==> src/rtl/inst_encoder.sv <==
// RV32I instruction encoder: packs op ID and fields into 32-bit words and streams them into IMEM.
// Optional immediate range checking is enabled by defining INST_ENC_RANGE_CHK_EN.
module inst_encoder #(
    parameter int unsigned ADDR_W    = 10,
    parameter int unsigned BASE_ADDR = 0
) (
    input  logic              i_clk,
    input  logic              i_rst_n,
    input  logic              i_start,
    input  logic              i_valid,
    output logic              o_ready,
    input  logic [5:0]        i_op,
    input  logic [4:0]        i_rd,
    input  logic [4:0]        i_rs1,
    input  logic [4:0]        i_rs2,
    input  logic [31:0]       i_imm,
    output logic              o_imem_wren,
    output logic [ADDR_W-1:0] o_imem_addr,
    output logic [31:0]       o_imem_wdata,
    output logic [ADDR_W:0]   o_count,
    output logic              o_full,
    output logic              o_err
);

    typedef enum logic [1:0] {StIdle, StRun, StFull} state_e;
    typedef enum logic [2:0] {FmtR, FmtI, FmtSh, FmtS, FmtB, FmtJ, FmtU, FmtBad} fmt_e;

    localparam logic [6:0] OpcR      = 7'b0110011;
    localparam logic [6:0] OpcImm    = 7'b0010011;
    localparam logic [6:0] OpcLoad   = 7'b0000011;
    localparam logic [6:0] OpcStore  = 7'b0100011;
    localparam logic [6:0] OpcBranch = 7'b1100011;
    localparam logic [6:0] OpcJal    = 7'b1101111;
    localparam logic [6:0] OpcJalr   = 7'b1100111;
    localparam logic [6:0] OpcLui    = 7'b0110111;
    localparam logic [6:0] OpcAuipc  = 7'b0010111;

    localparam logic [ADDR_W-1:0] BasePtr  = ADDR_W'(BASE_ADDR);
    localparam logic [ADDR_W:0]   LastSlot = {1'b0, {ADDR_W{1'b1}}};

    state_e            state_q, state_d;
    logic [ADDR_W-1:0] ptr_q, ptr_d, addr_q, addr_d;
    logic [ADDR_W:0]   count_q, count_d;
    logic [31:0]       wdata_q, wdata_d, enc;
    logic              wren_q, wren_d, err_q, err_d;

    fmt_e       fmt;
    logic [6:0] opc;
    logic [2:0] f3;
    logic       alt;
    logic       legal, req_ok;

    always_comb begin
        fmt = FmtBad;
        opc = 7'd0;
        f3  = 3'd0;
        alt = 1'b0;
        case (i_op)
            6'd0:  begin fmt = FmtR;  opc = OpcR;      f3 = 3'd0; end
            6'd1:  begin fmt = FmtR;  opc = OpcR;      f3 = 3'd0; alt = 1'b1; end
            6'd2:  begin fmt = FmtR;  opc = OpcR;      f3 = 3'd1; end
            6'd3:  begin fmt = FmtR;  opc = OpcR;      f3 = 3'd2; end
            6'd4:  begin fmt = FmtR;  opc = OpcR;      f3 = 3'd3; end
            6'd5:  begin fmt = FmtR;  opc = OpcR;      f3 = 3'd4; end
            6'd6:  begin fmt = FmtR;  opc = OpcR;      f3 = 3'd5; end
            6'd7:  begin fmt = FmtR;  opc = OpcR;      f3 = 3'd5; alt = 1'b1; end
            6'd8:  begin fmt = FmtR;  opc = OpcR;      f3 = 3'd6; end
            6'd9:  begin fmt = FmtR;  opc = OpcR;      f3 = 3'd7; end
            6'd10: begin fmt = FmtI;  opc = OpcImm;    f3 = 3'd0; end
            6'd11: begin fmt = FmtI;  opc = OpcImm;    f3 = 3'd2; end
            6'd12: begin fmt = FmtI;  opc = OpcImm;    f3 = 3'd3; end
            6'd13: begin fmt = FmtI;  opc = OpcImm;    f3 = 3'd4; end
            6'd14: begin fmt = FmtI;  opc = OpcImm;    f3 = 3'd6; end
            6'd15: begin fmt = FmtI;  opc = OpcImm;    f3 = 3'd7; end
            6'd16: begin fmt = FmtSh; opc = OpcImm;    f3 = 3'd1; end
            6'd17: begin fmt = FmtSh; opc = OpcImm;    f3 = 3'd5; end
            6'd18: begin fmt = FmtSh; opc = OpcImm;    f3 = 3'd5; alt = 1'b1; end
            6'd19: begin fmt = FmtI;  opc = OpcLoad;   f3 = 3'd0; end
            6'd20: begin fmt = FmtI;  opc = OpcLoad;   f3 = 3'd1; end
            6'd21: begin fmt = FmtI;  opc = OpcLoad;   f3 = 3'd2; end
            6'd22: begin fmt = FmtI;  opc = OpcLoad;   f3 = 3'd4; end
            6'd23: begin fmt = FmtI;  opc = OpcLoad;   f3 = 3'd5; end
            6'd24: begin fmt = FmtS;  opc = OpcStore;  f3 = 3'd0; end
            6'd25: begin fmt = FmtS;  opc = OpcStore;  f3 = 3'd1; end
            6'd26: begin fmt = FmtS;  opc = OpcStore;  f3 = 3'd2; end
            6'd27: begin fmt = FmtB;  opc = OpcBranch; f3 = 3'd0; end
            6'd28: begin fmt = FmtB;  opc = OpcBranch; f3 = 3'd1; end
            6'd29: begin fmt = FmtB;  opc = OpcBranch; f3 = 3'd4; end
            6'd30: begin fmt = FmtB;  opc = OpcBranch; f3 = 3'd5; end
            6'd31: begin fmt = FmtB;  opc = OpcBranch; f3 = 3'd6; end
            6'd32: begin fmt = FmtB;  opc = OpcBranch; f3 = 3'd7; end
            6'd33: begin fmt = FmtJ;  opc = OpcJal;    end
            6'd34: begin fmt = FmtI;  opc = OpcJalr;   f3 = 3'd0; end
            6'd35: begin fmt = FmtU;  opc = OpcLui;    end
            6'd36: begin fmt = FmtU;  opc = OpcAuipc;  end
            default: fmt = FmtBad;
        endcase
    end

    always_comb begin
        enc = 32'd0;
        unique case (fmt)
            FmtR:   enc = {1'b0, alt, 5'd0, i_rs2, i_rs1, f3, i_rd, opc};
            FmtI:   enc = {i_imm[11:0], i_rs1, f3, i_rd, opc};
            FmtSh:  enc = {1'b0, alt, 5'd0, i_imm[4:0], i_rs1, f3, i_rd, opc};
            FmtS:   enc = {i_imm[11:5], i_rs2, i_rs1, f3, i_imm[4:0], opc};
            FmtB:   enc = {i_imm[12], i_imm[10:5], i_rs2, i_rs1, f3, i_imm[4:1], i_imm[11], opc};
            FmtJ:   enc = {i_imm[20], i_imm[10:1], i_imm[11], i_imm[19:12], i_rd, opc};
            FmtU:   enc = {i_imm[31:12], i_rd, opc};
            FmtBad: enc = 32'd0;
        endcase
    end

    assign legal = (fmt != FmtBad);

`ifdef INST_ENC_RANGE_CHK_EN
    logic fits12, fits13, fits21, imm_ok;
    assign fits12 = (&i_imm[31:11]) | ~(|i_imm[31:11]);
    assign fits13 = (&i_imm[31:12]) | ~(|i_imm[31:12]);
    assign fits21 = (&i_imm[31:20]) | ~(|i_imm[31:20]);

    always_comb begin
        imm_ok = 1'b1;
        case (fmt)
            FmtI, FmtS: imm_ok = fits12;
            FmtSh:      imm_ok = ~(|i_imm[31:5]);
            FmtB:       imm_ok = fits13 & ~i_imm[0];
            FmtJ:       imm_ok = fits21 & ~i_imm[0];
            default:    imm_ok = 1'b1;
        endcase
    end

    assign req_ok = legal & imm_ok;
`else
    assign req_ok = legal;
`endif

    always_comb begin
        state_d = state_q;
        ptr_d   = ptr_q;
        count_d = count_q;
        err_d   = err_q;
        addr_d  = addr_q;
        wdata_d = wdata_q;
        wren_d  = 1'b0;
        // Start wins over any same-cycle handshake and cancels the pending write.
        if (i_start) begin
            state_d = StRun;
            ptr_d   = BasePtr;
            count_d = '0;
            err_d   = 1'b0;
        end else if (i_valid && state_q == StRun) begin
            if (req_ok) begin
                wren_d  = 1'b1;
                addr_d  = ptr_q;
                wdata_d = enc;
                ptr_d   = ptr_q + 1'b1;
                count_d = count_q + 1'b1;
                if (count_q == LastSlot) begin
                    state_d = StFull;
                end
            end else begin
                err_d = 1'b1;
            end
        end
    end

    always_ff @(posedge i_clk or negedge i_rst_n) begin
        if (!i_rst_n) begin
            state_q <= StIdle;
            ptr_q   <= BasePtr;
            count_q <= '0;
            err_q   <= 1'b0;
            addr_q  <= '0;
            wdata_q <= '0;
            wren_q  <= 1'b0;
        end else begin
            state_q <= state_d;
            ptr_q   <= ptr_d;
            count_q <= count_d;
            err_q   <= err_d;
            addr_q  <= addr_d;
            wdata_q <= wdata_d;
            wren_q  <= wren_d;
        end
    end

    assign o_ready      = (state_q == StRun);
    assign o_full       = (state_q == StFull);
    assign o_imem_wren  = wren_q;
    assign o_imem_addr  = addr_q;
    assign o_imem_wdata = wdata_q;
    assign o_count      = count_q;
    assign o_err        = err_q;

endmodule
==> config.mk <==
export PLATFORM = sky130hd
export DESIGN_NAME = inst_encoder
export DESIGN_NICKNAME = d
export VERILOG_FILES = /design/src/rtl/inst_encoder.sv
export SDC_FILE = /design/constraint.sdc
export NUM_CORES = 1
export LEC_CHECK = 0
export CORE_MARGIN = 2
export CORE_UTILIZATION = 47
export DETAILED_ROUTE_END_ITERATION = 10
export PLACE_DENSITY = 0.81
export SYNTH_ARGS = -nofsm -noshare
export SYNTH_HDL_FRONTEND = slang
export SYNTH_SLANG_ARGS = --single-unit
==> constraint.sdc <==
create_clock -name i_clk -period 1.85 [get_ports i_clk]
set_input_delay 0.37 -clock i_clk [delete_from_list [all_inputs] [get_ports i_clk]]
set_output_delay 0.37 -clock i_clk [all_outputs]
set_load 0.05 [all_outputs]
# After elaboration in Yosys (flattened, before gate mapping)
# Cells that the tools add are included.
[word_totals] out_inout_bits=57 n_memories=0 input_bits=57 register_bits=67 latchBits=0 rom_bits=0 ram_bits=0 wordCells=105
[op_classes] bitwise=1 mux=21 n_div=0 shifts=0 magnitude_cmp=0 n_mul=0 n_addsub=2 reduce_logical=26 eq_ne=48
[op_table] cell="$pmux 32 s8" count=1
[op_table] cell="$eq 6x5->1 const B" count=16
[op_table] cell="$pmux 7 s9" count=1
[op_table] cell="$eq 6x4->1 const B" count=8
[op_table] cell="$pmux 3 s7" count=2
[op_table] cell="$mux 11" count=3
[op_table] cell="$eq 6x6->1 const B" count=5
[op_table] cell="$mux 10" count=3
[op_table] cell="$eq 6x3->1 const B" count=4
[op_table] cell="$reduce_or 3->1" count=5
[op_table] cell="$eq 3x3->1 const B" count=4
[op_table] cell="$eq 6x2->1 const B" count=2
[op_table] cell="$reduce_or 12->1" count=1
[op_table] cell="$reduce_or 6->1" count=2
[op_table] cell="$add 11x1->11 const B" count=1
[op_table] cell="$eq 11x10->1 const B" count=1
[op_table] cell="$add 10x1->10 const B" count=1
[op_table] cell="$reduce_or 10->1" count=1
[op_table] cell="$reduce_or 5->1" count=2
[op_table] cell="$reduce_or 9->1" count=1
[op_table] cell="$mux 2" count=4
[op_table] cell="$reduce_or 4->1" count=2
[op_table] cell="$mux 1" count=7
[op_table] cell="$eq 3x2->1 const B" count=2
[op_table] cell="14 further kinds" count=19

# Logic depth before layout (Yosys ltp)
# Gate-level depths: netlist of run 1.
[logic_depth] ltp_word=7 ltp_mapped=8 mapped_depth_nobuf=5

# Worst setup path after synthesis of run 1
# Ideal clock, no wire load.
[synth_timing] kind="reg-to-reg" from="register count_q[0], in the netlist o_count[0]" to="register state_q[0]" synth_period_minus_slack_ns=1.817 slack_ns=0.033 arrival_time_ns=1.699 path_buffers=0 t_required_ns=1.732 path_stages_with_launch=6 setup_ns=0.118 cell_sequence="dfrtp_1 > ha_1 > nand2_1 > nor3_1 > nand4_1 > a21o_1"
[synth_between] elab_chain_cells=3
[synth_rtl] element="start: declaration" line_no="43" source="logic [ADDR_W:0] count_q, count_d;"
[synth_rtl] element="start signal: assignment" line_no="180" source="count_q <= count_d;"
[synth_rtl] element="$eq 11x10->1" line_no="159" source="if (count_q == LastSlot) begin"
[synth_rtl] element="$reduce_bool 2->1 (no line)"
[synth_rtl] element="$reduce_and 3->1 (no line)"
[synth_rtl] element="end signal: assignment" line_no="170" source="state_q <= StIdle;"
[synth_rtl] element="end signal: assignment" line_no="178" source="state_q <= state_d;"
[synth_rtl] element="end: declaration" line_no="41" source="state_e state_q, state_d;"
# No other way between the ends.
# A chain may end at the register's enable or synchronous reset.

# Final worst setup path of run 1
[layout_timing] from="input port i_op[2]" to="register wdata_q[8], in the netlist o_imem_wdata[8]"
[layout_between] elab_chain_cells=5 elab_cells_between_ends=55 cone_classes="eq/ne (44); mux (2); reduce/logical (9)"
[layout_rtl] element="start: declaration" line_no="12" source="input logic [5:0] i_op,"
[layout_rtl] element="$eq 6x6->1 (tied with other cells)" line_no="58" source="case (i_op)"
[layout_rtl] element="$reduce_or 12->1 (no line) (tied with other cells)"
[layout_rtl] element="$pmux 3 s7 (*)" line_no="58"
[layout_rtl] element="$eq 3x3->1 (tied with other cells)" line_no="102" source="unique case (fmt)"
[layout_rtl] element="$pmux 32 s8 or $reduce_and 3->1 (tied branches)"
[layout_rtl] element="end signal: assignment" line_no="183" source="wdata_q <= wdata_d;"
[layout_rtl] element="end: declaration" line_no="44" source="logic [31:0] wdata_q, wdata_d, enc;"
# Mark *: on every way between the ends. The rest lies on a longest branch, timed or not.

==> results of run 1 <==
==> final cells by class <==
type / count / area [sq um] / share of cell area (%)
inverters: 10 / 37.5 / 0.687
clock inverters: 7 / 76.3 / 1.40
multi-input cells: 293 / 1830 / 33.4
well taps: 102 / 128 / 2.34
clock buffers: 9 / 124 / 2.27
repair buffers: 188 / 1620 / 29.7
flip-flops and latches: 66 / 1650 / 30.2
==> what timing repair did <==
item,4_1_cts,5_1_grt
setup buffers,3,3
gates resized for setup,21,11
pin swaps,4,7
setup endpoints to repair,48,16
==> cells in the final DEF, fill, tap and decap left out, drive strengths merged, types with 7 or more instances in the layout <==
| cell | n |
|---|---|
| clkbuf | 11 |
| a22oi | 10 |
| a21oi | 23 |
| nand4 | 7 |
| nand2b | 7 |
| nor2 | 33 |
| a21o | 11 |
| o21ai | 25 |
| xnor2 | 9 |
| nor3 | 7 |
| inv | 11 |
| xor2 | 7 |
| o22ai | 7 |
| buf | 127 |
| nand2 | 55 |
| dfrtp | 66 |
| clkdlybuf4s50 | 49 |
| a22o | 11 |
| dlygate4sd2 | 7 |
==> path summary, 6_finish.rpt <==
kind                                          to  slack [ns]  depth (start not counted)
worst max-delay path             o_imem_wdata[8]        0.06                          8
worst min-delay path              o_imem_addr[3]        0.02                          2
worst max register to register  o_imem_wdata[31]        0.14                          6
worst min register to register    o_imem_addr[5]        0.47                          2
max in group asynchronous       o_imem_wdata[11]        1.54                          2
min in group i_clk                o_imem_addr[5]        0.47                          2
==> flip-flops by register name (all words and copies together), names as in the netlist <==
name,flops
o_imem_addr,10
ptr_q,10
o_imem_wren,1
o_count,11
state_q,2
o_imem_wdata,31
o_err,1
==> worst max-delay path, delay by kind of cell <==
kind / cells / cell delay [ns]
and+or+nand+nor: 1 / 0.17
AOI/OAI and AO/OA: 4 / 1.01
buffers and inverters: 3 / 0.48
==> report_power, final <==
group          total (W)  leakage (nW)  internal (W)  switching [W]
logic            0.00143          1.61      0.000555       0.000879
clock network    0.00123        0.0962      0.000631       0.000601
registers        0.00168         0.875       0.00158      0.0000996
total            0.00434          2.58       0.00277        0.00158
==> stage by stage <==
step                utilization [%]  worst slack, ns  std cells  hold WS (ns)
CTS                            71.3          0.00507        672        0.0405
finish                         71.8           0.0568        675        0.0165
floorplan                         -           0.0327        396        0.0744
detailed placement             68.0           -0.595        653         0.415
global placement               68.0           -0.557        653         0.404
global route                   71.8         -0.00988        675        0.0550
==> cell families after synthesis <==
kind of cell / count (synthesis) / share of synthesized area, %
adder cells (fa/ha/maj): 2 / 0.691
AO/OA/AOI/OAI: 122 / 23.9
XOR/XNOR: 16 / 3.87
buffers and inverters: 37 / 4.63
flip-flops: 66 / 45.6
AND/OR/NAND/NOR: 152 / 21.0
multiplexers: 1 / 0.277
==> Yosys cell counts, types with 7 or more instances <==
master	n	share of area, %
nand2b_1	7	1.2
a21oi_1	21	2.9
a22oi_1	10	2.1
buf_2	14	1.9
xnor2_1	9	2.2
nor3_1	7	0.97
clkbuf_1	8	0.83
a21o_1	11	2.3
nand4_1	7	1.2
o21ai_0	25	3.5
nand2_1	55	5.7
nor2_1	33	3.4
xor2_1	7	1.7
a22o_1	11	2.7
dfrtp_1	66	46
inv_1	9	0.93
o22ai_1	7	1.2
==> metal layers <==
layer  vias up  routed length, um  global-route usage [%]
li1       1780                  -                       -
met3        22                656                    4.93
met1      1835               4800                    35.0
met5         -                  0                       0
met2       157               5540                    46.4
met4         0                294                    10.3
==> results.ini, run 1 <==
[yosys]
synthesis.nets=455
synthFlopType=dfrtp_1
syn_area_sq_mm=0.00362
synth_cells=396
synth.avg_cell_area_sq_um=9.14
synth_cell_types=64
synth-async-reset-ratio_pct=100
ys_seq_elements=66
synth_seq_area_share_pct=45.6
synth_edf_count=0
ys.warnings.count=0

[floorplanning]
num_rows=32
core-area_sq_mm=0.00761
die_area_sq_mm=0.00842
die_h_um=91.8
boundaryPins=114
die_x_um=91.8
start_util_pct=47.6

[cells_and_area]
area_growth_pct=51.0
final_nets=627
final_area_sq_mm=0.00547
diodes=0
drive_gt1_share_pct=28.3
nFillCells=604

[clock_network]
cts_buffer_depth=2
numCtsBuffers=9
cts_root_buf=clkbuf_8
clock_latency_ns=0.35
clkTransAtPathRegs_ns=0.08
h-tree-depth=3
cts_sinks=66
tritoncts=done
holdBufCountCts=0

[critical_path]
worstSetupStartpoint=i_op[2]
required_ns=2.08
cpMaxStageDelayCell=o31a_1
crit_path_end_kind=flop
critPathMaxStageDelay_ns=0.33
critPathArrivalTime_ns=2.03
start_kind=input port
timing.rr.start=state_q[1]
cp_max_fo=6
crit_type=in2reg
crit_top_cell=buf_6
path_cells=clkdlybuf4s15_1, buf_6, and3b_1, a221o_1, o21a_1, o31a_1, buf_6, a21o_1

[timing]
clock_skew_ns=0.0105
worstMarginPinSlew_ns=0.504
max_freq_ghz=0.558
finalSetupViolCount=0
fin_crit_ns=1.79
finalCritPeriodShare_pct=96.9
max_slew_margin_pct=66.4
rsz0062_at_grt=yes
hold_viol=0
tns_ns=0
maxSlewViolCount=0

[grt]
grt_usage_pct=27.4
grt_max_degree=67
antenna_found_initial=0
grt_overflow=0
grt_pass1_wl_um=18400
first_global_vias=3804

[routing]
via_per_inst=5.62
vias=3794
drt-initial-drc-count=192
ant_nets=0
drc=0
wl_um=11300
wl_per_cell_um=16.7
dr.pass1.iters=4

[job]
maxCapViolations=0

[power_and_ir_drop]
p_leak_nw=2.58
power_density_mw_per_mm2=795
total_power_w=0.00434
irDropWorstVdd_v=0.000734

[run_status]
outcome=finished clean

[placed_design]
routabilityCongestion=0.892
io_buffers=113
post_dp_cell_area_sq_mm=0.00517
dp_hpwl_um=8340

[worst_hold_path]
hold_class=in2async

No activity file was read; power rests on OpenSTA's default activity.
==> run 2, diff against run 1 <==
--- a/config.mk
+++ b/config.mk
@@ -7,8 +7,10 @@
 export LEC_CHECK = 0
 export CORE_MARGIN = 2
 export CORE_UTILIZATION = 47
+export CTS_CLUSTER_DIAMETER = 100
 export DETAILED_ROUTE_END_ITERATION = 10
 export PLACE_DENSITY = 0.81
+export SKIP_CTS_REPAIR_TIMING = 1
 export SYNTH_ARGS = -nofsm -noshare
 export SYNTH_HDL_FRONTEND = slang
 export SYNTH_SLANG_ARGS = --single-unit
==> run 2 against run 1 <==
Combinational power about the same. Total power increased by 0.14%. Critical path depth did not move. Count of clock-buffer cells in the layout stayed put. Design area up 1.0%. Register-to-register slack got worse by 0.06 ns. First-iteration DRC count down 16%. Cell count up 0.15%. Wire length grew 0.37%. Utilization is 0.74 points higher. Largest cell class unchanged. Via count down 0.11%. Highest routed layer unchanged.
==> results.ini, run 2 (synthesis results as in run 1) <==
[clock_network]
clkTransAtPathRegs_ns=0.08
cts_sinks=66
cts_root_buf=clkbuf_8
clock_latency_ns=0.35
tritoncts=done
cts_buffer_depth=2
numCtsBuffers=9
h-tree-depth=3

[job]
maxCapViolations=0

[routing]
ant_nets=0
drt-initial-drc-count=161
drc=0
dr.pass1.iters=5
wl_per_cell_um=16.8
vias=3790
via_per_inst=5.61
wl_um=11300

[critical_path]
critPathArrivalTime_ns=2.02
crit_type=in2reg
cp_max_fo=13
crit_path_end_kind=flop
start_kind=input port
r2r_setup_slack_ns=0.08
required_ns=2.08

[timing]
finalSetupViolCount=0
hold_viol=0
maxSlewViolCount=0
max_freq_ghz=0.560
worstMarginPinSlew_ns=0.513
fin_crit_ns=1.79
finalCritPeriodShare_pct=96.5
rsz0062_at_grt=no
clock_skew_ns=0.00853
holdWs_ns=0.0222
tns_ns=0
max_slew_margin_pct=65.7

[cells_and_area]
largest_register_ffs=31
layout_common_cells=116 x buf_4, 66 x dfrtp_1, 55 x nand2_1
layout_commonest_cell=buf_4
area_growth_pct=52.5
diodes=0
drive_gt1_share_pct=28.7
final_nets=628

[run_status]
outcome=finished clean

[grt]
first_global_vias=3750
grt_pass1_wl_um=18000
grt_usage_pct=26.7
grt_overflow=0
antenna_found_initial=0
grt_max_degree=67

[floorplanning]
die_h_um=91.8
die_x_um=91.8
die_area_sq_mm=0.00842
start_util_pct=47.6
core-area_sq_mm=0.00761
num_rows=32
boundaryPins=114

[placed_design]
io_buffers=113
dp_hpwl_um=8340
routabilityCongestion=0.892

[power_and_ir_drop]
irDropWorstVdd_v=0.000752
power_density_mw_per_mm2=788
p_leak_nw=2.71
total_power_w=0.00435

[worst_hold_path]
hold_class=in2async

==> run 2: cell count changes in the layout (fill, tap and decap cells not counted), sizes merged <==
cell           previous run  this run
dlymetal6s2s              1        13
buf                     127       128
clkdlybuf4s50            49        48
clkdlybuf4s15             2         0
clkbuf                   11         9
dlygate4sd2               7         0
==> run 2: worst max-delay path, cell delays in order <==
cell	delay [ns]
dlymetal6s2s_1	0.28
buf_4	0.26
inv_1	0.08
o21a_1	0.22
buf_4	0.17
o31a_1	0.30
buf_4	0.15
a21o_1	0.17
==> run 2: path summary, 6_finish.rpt <==
kind                                 from                to  depth (start not counted)
setup / recovery                  i_op[3]  o_imem_wdata[11]                          8
min in group i_clk         o_imem_addr[5]    o_imem_addr[5]                          2
hold reg to reg            o_imem_addr[5]    o_imem_addr[5]                          2
hold / removal                    i_rst_n    o_imem_addr[1]                          2
setup reg to reg               state_q[1]  o_imem_wdata[30]                          7
max in group asynchronous         i_rst_n  o_imem_wdata[11]                          2
==> run 2: stage by stage <==
step	area, sq um	utilization (%)	worst slack [ns]	std cells
global route	5520	72.6	0.00439	676
floorplan	3620	-	0.0327	396
global placement	5170	68.0	-0.557	653
CTS	5370	70.6	-0.235	669
finish	5520	72.6	0.0649	676
detailed placement	5170	68.0	-0.595	653
==> run 2: layer usage <==
metal  GRT usage, %  share of wire [%]  vias to the layer above
met5              0                  0                        -
met4           9.08                2.2                        0
met3           4.85                5.4                       24
met2           45.0                 49                      148
met1           34.8                 44                     1838
li1               -                  -                     1780
==> run 2: area by class of cell <==
class	instances	area, sq um
Clock buffer	9	124
Clock inverter	7	76.3
Fill cell	585	2090
Inverter	10	37.5
Multi-Input combinational cell	293	1850
Sequential cell	66	1650
Tap cell	102	128
Timing Repair Buffer	189	1660
==> run 2: power by group <==
part	switching [W]	leakage (nW)	total (W)	internal, W
sequential	0.0000990	0.875	0.00168	0.00158
combinational	0.000883	1.74	0.00145	0.000562
clock	0.000596	0.0962	0.00123	0.000631
total	0.00158	2.71	0.00435	0.00277
==> run 3, diff against run 2 <==
--- a/config.mk
+++ b/config.mk
@@ -10,6 +10,7 @@
 export CTS_CLUSTER_DIAMETER = 100
 export DETAILED_ROUTE_END_ITERATION = 10
 export PLACE_DENSITY = 0.81
+export SETUP_SLACK_MARGIN = 0.2
 export SKIP_CTS_REPAIR_TIMING = 1
 export SYNTH_ARGS = -nofsm -noshare
 export SYNTH_HDL_FRONTEND = slang
==> run 3 against run 2 <==
Hold slack got worse by 0.019 ns. Combinational power increased by 9.7%. Sequential share of layout area decreased by 2.5 points. Sequential cell count unchanged. Clock skew increased by 0.0018 ns. Die area unchanged. Utilization increased by 6.8 points. Register-to-register slack about the same. Maximum frequency about the same. Total power increased by 3.5%. Clock power about the same. Sequential power about the same. Critical endpoint is now o_imem_wdata[30].
==> results.ini, run 3 (synthesis results as in run 1) <==
[placed_design]
io_buffers=113
post_dp_cell_area_sq_mm=0.00526
dp_hpwl_um=8250
dp_slack_ns=-0.633
dp.cells=660
routabilityCongestion=0.843

[routing]
top_layer_used=met4
wl_met3_um=1050
wl_um=12800
drc=0
wl_met2_um=6440
vias=4046
wl_per_cell_um=18.3
dr.pass1.iters=5
ant_nets=0
drt-met1-wl_um=4940
drt-initial-drc-count=233
via_per_inst=5.77

[floorplanning]
die_h_um=91.8
core-area_sq_mm=0.00761
start_util_pct=47.6
boundaryPins=114
die_area_sq_mm=0.00842
die_x_um=91.8
num_rows=32

[critical_path]
crit_path_end_kind=flop
crit_cells=6
worstSetupStartpoint=state_q[1]
critPathArrivalTime_ns=2.06
crit_end=o_imem_wdata[30]
start_kind=flop
cp_top_family=simple AND/OR/NAND/NOR gates
worst_r2r_path_depth=6
required_ns=2.13
reg2reg_to=o_imem_wdata[30]
cpMaxStageDelayCell=dfrtp_1
critPathMaxStageDelay_ns=0.39
crit_type=reg2reg
r2r_setup_slack_ns=0.07
path_cells=and3b_2, nand4b_1, or2_4, a211oi_4, buf_6, a221o_1
worst-path-buf-inv=1
timing.rr.start=state_q[1]
cp_max_fo=6

[power_and_ir_drop]
p_sw_share_pct=36.3
irDropWorstVdd_v=0.000562
p_sw_w=0.00164
combPwrFrac_pct=35.3
power_density_mw_per_mm2=746
p_leak_nw=2.92
p_seq_share_pct=37.4
pwr-share-clk_pct=27.3
p_int_w=0.00287

[cells_and_area]
largest_register_ffs=31
diodes=0
final_nets=653
layout_commonest_cell=buf_4
fin_util_pct=79.4
area_growth_pct=66.8
layout.cells.non_filler=701
layout_common_cells=125 x buf_4, 63 x dfrtp_1, 48 x clkdlybuf4s50_1
final_area_sq_mm=0.00604
drive_gt1_share_pct=39.7

[timing]
max_freq_ghz=0.561
maxSlewViolCount=0
max_slew_margin_pct=65.9
worst_slack_ns=0.0663
tns_ns=0
finalCritPeriodShare_pct=96.4
rsz0062_at_grt=yes
finalSetupViolCount=0
hold_viol=0
worstMarginPinSlew_ns=0.510
clock_skew_ns=0.0103
fin_crit_ns=1.78

[grt]
grt_usage_pct=26.1
first_global_vias=3715
grt_max_degree=45
grt_pass1_wl_um=17600
grt_overflow=0
antenna_found_initial=0

[clock_network]
cts_sinks=66
tritoncts=done
cts_root_buf=clkbuf_8
cts_buffer_depth=2
h-tree-depth=3
numCtsBuffers=9
clock_latency_ns=0.35
clkTransAtPathRegs_ns=0.08

[worst_hold_path]
hold_class=in2async

[run_status]
outcome=finished clean

[job]
maxCapViolations=0

==> run 3: changes by cell type in the layout (fill, tap and decap cells not counted), sizes merged <==
cell and delta:
buf +24, clkbuf +6, dlymetal6s2s -5, clkinv +2, clkinvlp -2
==> run 3: how the worst min path moves through the flow <==
stage	from	to	slack, ns	cells past startpoint
2_1_floorplan	i_rst_n	o_count[0]	0.07	0
3_3_place_gp	i_rst_n	o_imem_addr[1]	0.38	2
3_5_place_dp	i_rst_n	o_imem_addr[5]	0.38	2
4_1_cts	i_rst_n	o_imem_addr[1]	0.004	2
5_1_grt	i_rst_n	o_imem_addr[5]	0.01	2
6_report	i_rst_n	o_imem_addr[5]	0.003	2
==> run 3: area by class of cell <==
| cell class | count | area, sq um |
|---|---|---|
| Inverter | 10 | 40.0 |
| Tap cell | 102 | 128 |
| Multi-Input combinational cell | 293 | 2040 |
| Timing Repair Buffer | 214 | 1970 |
| Clock inverter | 7 | 78.8 |
| Sequential cell | 66 | 1660 |
| Clock buffer | 9 | 124 |
| Fill cell | 472 | 1570 |
==> run 3: metal layers <==
metal,track usage [%],up-vias
met2,43.3,225
met3,4.93,37
met5,0,-
li1,-,1831
met4,9.83,0
met1,34.1,1953
==> run 3: metrics by stage <==
step | total power (W) | hold slack (ns)
2_1_floorplan | 0.00252 | 0.0744
3_3_place_gp | 0.00311 | 0.377
3_5_place_dp | 0.00314 | 0.380
4_1_cts | 0.00436 | 0.00372
5_1_grt | 0.00467 | 0.0121
6_report | 0.00450 | 0.00284
==> run 3: power groups by stage <==
stage          combinational (W)  clock, W  sequential, W
6_report                 0.00159   0.00123        0.00168
5_1_grt                  0.00167   0.00130        0.00170
4_1_cts                  0.00145   0.00124        0.00167
3_5_place_dp             0.00145         0        0.00169
3_3_place_gp             0.00142         0        0.00169
2_1_floorplan           0.000358         0        0.00216
